$ cat src/rtl/image_packer_if.sv
// Handshake bundle between the pixel stream source, the packer and the classifier.
// Signal names are taken from the packer's point of view.
interface image_packer_if #(
   parameter int PIXELS  = 784,
   parameter int PIXEL_W = 8
);
   logic               valid_i;
   logic [PIXEL_W-1:0] pixel_i;
   logic               sof_i;
   logic               ready_o;
   logic               valid_o;
   logic [PIXELS-1:0]  data_o;
   logic               ready_i;
   logic               resync_o;

   modport slave (
      input  valid_i, pixel_i, sof_i, ready_i,
      output ready_o, valid_o, data_o, resync_o
   );

   modport master (
      output valid_i, pixel_i, sof_i, ready_i,
      input  ready_o, valid_o, data_o, resync_o
   );
endinterface

$ cat src/rtl/image_packer.sv
// Binarizes a serial grayscale pixel stream and packs one full frame into a bit-vector
// handed to the classifier over valid/ready; sof on a partial frame restarts packing.
module image_packer #(
   parameter int                 PIXELS    = 784,
   parameter int                 PIXEL_W   = 8,
   parameter logic [PIXEL_W-1:0] THRESHOLD = PIXEL_W'(128)
) (
   input  logic          clk_i,
   input  logic          reset_i,
   image_packer_if.slave bus
);
   localparam int               CNT_W    = $clog2(PIXELS);
   localparam logic [CNT_W-1:0] LAST_IDX = CNT_W'(PIXELS - 1);

   typedef enum logic [0:0] {
      ST_FILL = 1'b0,
      ST_SEND = 1'b1
   } state_e;

   state_e            state_q;
   logic [CNT_W-1:0]  count_q;
   logic [PIXELS-1:0] frame_q;
   logic              valid_q;
   logic              ready_q;
   logic              resync_q;
   logic              pixel_bit;

   assign pixel_bit = (bus.pixel_i >= THRESHOLD);

   // ready/valid flops always mirror the state they are written with, so the handshake
   // outputs stay purely registered.
   always_ff @(posedge clk_i or posedge reset_i) begin
      if (reset_i) begin
         state_q  <= ST_FILL;
         count_q  <= {CNT_W{1'b0}};
         frame_q  <= {PIXELS{1'b0}};
         valid_q  <= 1'b0;
         ready_q  <= 1'b1;
         resync_q <= 1'b0;
      end else begin
         resync_q <= 1'b0;
         case (state_q)
            ST_FILL: begin
               if (bus.valid_i) begin
                  if (bus.sof_i && (count_q != {CNT_W{1'b0}})) begin
                     frame_q  <= {{(PIXELS-1){1'b0}}, pixel_bit};
                     count_q  <= CNT_W'(1);
                     resync_q <= 1'b1;
                  end else begin
                     frame_q[count_q] <= pixel_bit;
                     if (count_q == LAST_IDX) begin
                        count_q <= {CNT_W{1'b0}};
                        state_q <= ST_SEND;
                        valid_q <= 1'b1;
                        ready_q <= 1'b0;
                     end else begin
                        count_q <= count_q + CNT_W'(1);
                     end
                  end
               end
            end
            ST_SEND: begin
               if (bus.ready_i) begin
                  state_q <= ST_FILL;
                  count_q <= {CNT_W{1'b0}};
                  frame_q <= {PIXELS{1'b0}};
                  valid_q <= 1'b0;
                  ready_q <= 1'b1;
               end
            end
            default: begin
               state_q <= ST_FILL;
               count_q <= {CNT_W{1'b0}};
               frame_q <= {PIXELS{1'b0}};
               valid_q <= 1'b0;
               ready_q <= 1'b1;
            end
         endcase
      end
   end

   assign bus.ready_o  = ready_q;
   assign bus.valid_o  = valid_q;
   assign bus.data_o   = frame_q;
   assign bus.resync_o = resync_q;
endmodule

$ cat src/flat_wrapper.sv
// flat-port wrapper written by rule: the top's interface ports become plain ports
module image_packer_flat 
#(
   parameter int                 PIXELS    = 784,
   parameter int                 PIXEL_W   = 8,
   parameter logic [PIXEL_W-1:0] THRESHOLD = PIXEL_W'(128)
)
  (clk_i, reset_i, bus_valid_i, bus_pixel_i, bus_sof_i, bus_ready_i, bus_ready_o, bus_valid_o, bus_data_o, bus_resync_o);
  image_packer_if #(.PIXELS(PIXELS), .PIXEL_W(PIXEL_W)) bus_i ();
  input  logic clk_i;
  input  logic reset_i;
  input wire logic [$bits(bus_i.valid_i)-1:0] bus_valid_i;
  input wire logic [$bits(bus_i.pixel_i)-1:0] bus_pixel_i;
  input wire logic [$bits(bus_i.sof_i)-1:0] bus_sof_i;
  input wire logic [$bits(bus_i.ready_i)-1:0] bus_ready_i;
  output wire logic [$bits(bus_i.ready_o)-1:0] bus_ready_o;
  output wire logic [$bits(bus_i.valid_o)-1:0] bus_valid_o;
  output wire logic [$bits(bus_i.data_o)-1:0] bus_data_o;
  output wire logic [$bits(bus_i.resync_o)-1:0] bus_resync_o;
  assign bus_i.valid_i = bus_valid_i;
  assign bus_i.pixel_i = bus_pixel_i;
  assign bus_i.sof_i = bus_sof_i;
  assign bus_i.ready_i = bus_ready_i;
  assign bus_ready_o = bus_i.ready_o;
  assign bus_valid_o = bus_i.valid_o;
  assign bus_data_o = bus_i.data_o;
  assign bus_resync_o = bus_i.resync_o;
  image_packer #(.PIXELS(PIXELS), .PIXEL_W(PIXEL_W), .THRESHOLD(THRESHOLD)) u_core (.clk_i(clk_i), .reset_i(reset_i), .bus(bus_i));
endmodule
$ cat config.mk
export PLATFORM = sky130hd
export DESIGN_NAME = image_packer_flat
export DESIGN_NICKNAME = d
export VERILOG_FILES = /design/src/rtl/image_packer_if.sv /design/src/rtl/image_packer.sv /design/src/flat_wrapper.sv
export SDC_FILE = /design/constraint.sdc
export NUM_CORES = 2
export LEC_CHECK = 0
export BUFFER_PORTS_ARGS = -buffer_cell sky130_fd_sc_hd__buf_2
export CORE_AREA = 5 5 306 308
export CTS_CLUSTER_SIZE = 10
export DETAILED_ROUTE_END_ITERATION = 7
export DIE_AREA = 0 0 311 313
export PLACE_DENSITY_LB_ADDON = 0.3
export SLEW_MARGIN = 20
export SYNTH_ARGS = -nofsm -noshare
export SYNTH_HDL_FRONTEND = slang
export SYNTH_SLANG_ARGS = --single-unit
$ cat constraint.sdc
create_clock -name clk_i -period 22.3 [get_ports clk_i]
set_input_delay 1.115 -clock clk_i [delete_from_list [all_inputs] [get_ports clk_i]]
set_output_delay 1.115 -clock clk_i [all_outputs]
set_load 0.02 [all_outputs]
==> flow_summary.html <==
<table>
<tr><th>Metric</th><th>Value</th></tr>
<tr><th colspan="2">Outcome</th></tr>
<tr><td>Result of the run</td><td>complete, no violations</td></tr>
<tr><th colspan="2">Yosys</th></tr>
<tr><td>Synth Area in Compound Gates</td><td>0.2820</td></tr>
<tr><td>Number of library cell types mapped by synthesis</td><td>49</td></tr>
<tr><td>Mux cell area share after synthesis</td><td>0.001293</td></tr>
<tr><td>Post-Synth XOR/XNOR Area</td><td>0.0008227</td></tr>
<tr><td>Synth Area in Simple Gates</td><td>0.03067</td></tr>
<tr><td>Synthesized Nets</td><td>about 3000</td></tr>
<tr><td>Combinational family with the most area after synthesis</td><td>compound AO/OA/AOI/OAI gates</td></tr>
<tr><td>Mapped Area</td><td>31940 um^2</td></tr>
<tr><td>Proportion of synthesized chip area in sequential cells</td><td>0.6253</td></tr>
<tr><td>Post-Synthesis Cells</td><td>slightly below 3000</td></tr>
<tr><td>Share of flip-flops with an asynchronous set or reset after synthesis</td><td>1.000</td></tr>
<tr><td>Number of warnings printed during yosys synthesis</td><td>0</td></tr>
<tr><td>Commonest register cell after synthesis</td><td>dfrtp_1</td></tr>
<tr><td>Cell type contributing the most total cell area after synthesis</td><td>dfrtp_1</td></tr>
<tr><td>Average footprint of a synthesized cell</td><td>around 11 um^2</td></tr>
<tr><td>Synth area leaders</td><td>dfrtp_1 (62%), o22ai_1 (15%), o21ai_0 (12%), clkbuf_1 (3.3%), buf_2 (2.0%)</td></tr>
<tr><td>Proportion of netlist area held by the largest area contributor</td><td>0.6245</td></tr>
<tr><td>Number of enable-type register cells in the synthesized netlist</td><td>0</td></tr>
<tr><td>Synth Register Bits</td><td>between 700 and 800</td></tr>
<tr><td>Area share of fa/ha/maj cells after synthesis</td><td>0.001567</td></tr>
<tr><th colspan="2">Worst setup path</th></tr>
<tr><td>Worst-path cell chain</td><td>buf_2, clkinvlp_4, buf_12, buf_6, buf_4, buf_4, buf_4, buf_4</td></tr>
<tr><td>Critical Path RT</td><td>22.99 ns</td></tr>
<tr><td>Capturing element type of the critical path</td><td>async pin</td></tr>
<tr><td>Setup CP Type</td><td>in2async</td></tr>
<tr><td>Stage delay of the slowest cell on the critical path</td><td>around 0.86 ns</td></tr>
<tr><td>Sort of element at the start of the critical path</td><td>input port</td></tr>
<tr><td>Crit path DAT</td><td>around 6.0 ns</td></tr>
<tr><td>Slowest stage cell, crit path</td><td>buf_4</td></tr>
<tr><td>Critical Path Most Common Cell</td><td>buf_4</td></tr>
<tr><td>Setup slack of the most critical reg-to-reg path</td><td>about 18 ns</td></tr>
<tr><td>Critical path peak fanout</td><td>170</td></tr>
<tr><th colspan="2">Timing</th></tr>
<tr><td>Fin worst setup slack</td><td>about 17 ns</td></tr>
<tr><td>Worst slew slack as a fraction of its limit</td><td>0.1064</td></tr>
<tr><td>Hold Fails Final Rpt</td><td>0</td></tr>
<tr><td>Setup repair after global routing missed its margin</td><td>false</td></tr>
<tr><td>Number of pins with negative max-slew slack in the final report</td><td>0</td></tr>
<tr><td>Final setup viols</td><td>0</td></tr>
<tr><td>Post-Route Setup TNS</td><td>0 ns</td></tr>
<tr><td>Ratio of final minimum period to clock period</td><td>0.2371</td></tr>
<tr><td>Worst setup skew after layout</td><td>~0.018 ns</td></tr>
<tr><td>Highest clock rate</td><td>between 0.15 and 0.2 GHz</td></tr>
<tr><td>Final critical path time including I/O delays and setup</td><td>5.287 ns</td></tr>
<tr><td>Transition time at the pin with the least slew margin</td><td>1.340 ns</td></tr>
<tr><th colspan="2">Clock tree</th></tr>
<tr><td>Number of buffers inserted to repair setup after CTS</td><td>0</td></tr>
<tr><td>Buffer depth of the longest clock path</td><td>3</td></tr>
<tr><td>Clock edge transition at the registers on the reported setup and hold paths</td><td>about 0.050 ns</td></tr>
<tr><td>Insertion delay of the later-clocked pin in the worst-skew pair</td><td>~0.67 ns</td></tr>
<tr><td>Max H-tree Level</td><td>3</td></tr>
<tr><td>Total CTS buffers</td><td>93</td></tr>
<tr><td>CTS tree</td><td>done</td></tr>
<tr><td>Clock sink total</td><td>roughly 800</td></tr>
<tr><td>Cells resized by post-CTS repair</td><td>0</td></tr>
<tr><td>Clk Tree Root Cell</td><td>clkbuf_16</td></tr>
<tr><td>Cts-stage hold buffer count</td><td>0</td></tr>
<tr><th colspan="2">Die</th></tr>
<tr><td>Initial Util</td><td>0.3516</td></tr>
<tr><td>Top-Level Pins</td><td>800</td></tr>
<tr><td>Die Span Y</td><td>roughly 310 um</td></tr>
<tr><td>Core outline area</td><td>approximately 91000 um^2</td></tr>
<tr><td>Area enclosed by the die boundary</td><td>between 90000 and 100000 um^2</td></tr>
<tr><td>Number of rows created at floorplan</td><td>111</td></tr>
<tr><td>Die span in x</td><td>311 um</td></tr>
<tr><th colspan="2">Global routing</th></tr>
<tr><td>First-pass GRT wire length</td><td>202300 um</td></tr>
<tr><td>Residual overflow from global routing</td><td>0</td></tr>
<tr><td>Global-route met3 utilization</td><td>0.07445</td></tr>
<tr><td>Fraction of met2 tracks used by global routing</td><td>0.4421</td></tr>
<tr><td>Initial antenna violation count</td><td>7</td></tr>
<tr><td>Most used routing layer</td><td>met2</td></tr>
<tr><td>Global-route usage over all layers</td><td>0.2773</td></tr>
<tr><td>Vias in the first global route</td><td>roughly 28000</td></tr>
<tr><td>Global-route met1 utilization</td><td>0.3573</td></tr>
<tr><td>Maximum number of pins on one net before global-route repair</td><td>242</td></tr>
<tr><th colspan="2">Routing</th></tr>
<tr><td>Total via count in the routed design</td><td>approximately 29000</td></tr>
<tr><td>Routed via count divided by cell count</td><td>around 6.0</td></tr>
<tr><td>Number of search-and-repair iterations in the first detailed-routing pass</td><td>8</td></tr>
<tr><td>Post-route ant nets</td><td>0</td></tr>
<tr><td>Post-Route WL</td><td>approximately 140000 um</td></tr>
<tr><td>Number of DRC violations after detailed routing</td><td>0</td></tr>
<tr><td>Violation count after the first detailed-routing iteration</td><td>about 3200</td></tr>
<tr><td>Per-cell routed wire length</td><td>~30 um</td></tr>
<tr><th colspan="2">Place</th></tr>
<tr><td>Number of input and output port buffers inserted</td><td>around 790</td></tr>
<tr><td>Weighted congestion at the end of routability-driven global placement</td><td>roughly 0.82</td></tr>
<tr><td>Dpl hpwl</td><td>~86000 um</td></tr>
<tr><td>Cell area after placement</td><td>around 36000 um^2</td></tr>
<tr><td>Setup slack after placement</td><td>about 16 ns</td></tr>
<tr><th colspan="2">Job</th></tr>
<tr><td>Max-cap check violation count</td><td>0</td></tr>
<tr><th colspan="2">Final layout</th></tr>
<tr><td>Net count reported at finish</td><td>around 3500</td></tr>
<tr><td>Finished Cell Area</td><td>39100 um^2</td></tr>
<tr><td>Fraction of layout cells with a size suffix above 1</td><td>0.2970</td></tr>
<tr><td>Core utilization of the finished layout</td><td>0.4305</td></tr>
<tr><td>Layout filler cell count</td><td>8704</td></tr>
<tr><td>Commonest cells after routing, fill and taps aside</td><td>dfrtp_1 (797), buf_2 (792), o21ai_0 (783)</td></tr>
<tr><td>Leading cell type in the layout, fill and taps excluded</td><td>dfrtp_1</td></tr>
<tr><td>Relative area change from synthesis to final layout</td><td>22.42%</td></tr>
<tr><th colspan="2">Power and ir drop</th></tr>
<tr><td>Total power</td><td>around 3200 uW</td></tr>
<tr><td>Standby leakage power</td><td>between 0.015 and 0.02 uW</td></tr>
<tr><td>Total power per unit cell area</td><td>81.82 nW/um^2</td></tr>
<tr><td>Maximum vdd drop</td><td>between 0.06 and 0.07 mV</td></tr>
<tr><th colspan="2">Worst hold path</th></tr>
<tr><td>Hold Path Class</td><td>reg2reg</td></tr>
</table>
routing by layer:
layer | part of all wire | routed length, um | up-vias
li1 | - | - | 12265
met1 | 0.40 | 56720 | 14479
met2 | 0.46 | 65950 | 1513
met3 | 0.086 | 12220 | 331
met4 | 0.049 | 6980 | 0
met5 | 0 | 0 | -
power by group:
part / switching (uW) / internal, uW / total (uW)
combinational: 260 / 60.6 / 320
sequential: 13.6 / 1460 / 1470
clock: 610 / 795 / 1410
logic make-up after synthesis:
logic type               Yosys count
AND/OR/NAND/NOR                  141
buffers and inverters            436
multiplexers                       4
adder cells (fa/ha/maj)            4
XOR/XNOR                           3
AO/OA/AOI/OAI                   1587
flip-flops                       798
Yosys cell counts (all sizes together) (3+ instances only):
| cell type | number |
|---|---|
| nor2 | 8 |
| dfrtp | 797 |
| clkbuf | 280 |
| nand3 | 38 |
| a21oi | 5 |
| ha | 4 |
| buf | 146 |
| nor2b | 4 |
| o22ai | 767 |
| o21ai | 786 |
| xor2 | 3 |
| nor3b | 6 |
| a31oi | 3 |
| nand2 | 37 |
| inv | 10 |
| nor3 | 4 |
| and3 | 3 |
| nand4 | 27 |
| and3b | 5 |
| mux2i | 3 |
| o32ai | 17 |
cell type report:
| class | count | area (um^2) | share of cell area |
|---|---|---|---|
| antenna | 5 | 12.51 | 0.0003200 |
| inverter | 10 | 41.29 | 0.001056 |
| sequential | 798 | 19970 | 0.5108 |
| multi-input combinational | 1739 | 10320 | 0.2640 |
| clock buffer | 121 | 2514 | 0.06429 |
| tap | 1186 | 1484 | 0.03795 |
| timing repair buffer | 868 | 4604 | 0.1178 |
| clock inverter | 10 | 151.4 | 0.003872 |
sequential cells by signal, summed over array words and instances, names as in the netlist:
signal               count
u_core.bus.resync_o      1
u_core.bus.data_o      784
u_core.bus.ready_o       1
u_core.bus.valid_o       1
u_core.state_q           1
u_core.count_q          10
worst paths after layout:
kind | from | to | cells after the start
max in group clk_i | u_core.count_q[0] | u_core.bus.data_o[297] | 7
worst min-delay path | u_core.bus.data_o[0] | u_core.bus.data_o[0] | 2
worst max register to register | u_core.count_q[0] | u_core.bus.data_o[297] | 7
min in group asynchronous | reset_i | u_core.bus.data_o[669] | 3
worst min register to register | u_core.bus.data_o[0] | u_core.bus.data_o[0] | 2
worst max-delay path | reset_i | u_core.bus.data_o[297] | 8
worst max-delay path: cells and delay by family:
kind / cells / cell delay, ns
buffers and inverters: 8 / 4.53
stage by stage:
stage	std cells	hold slack, ns
floorplan	2973	0.5675
global placement	4600	0.5003
detailed placement	4601	0.5099
CTS	4732	0.5217
global route	4735	0.5661
finish	4737	0.5183
No activity file was read; power rests on OpenSTA's default activity.
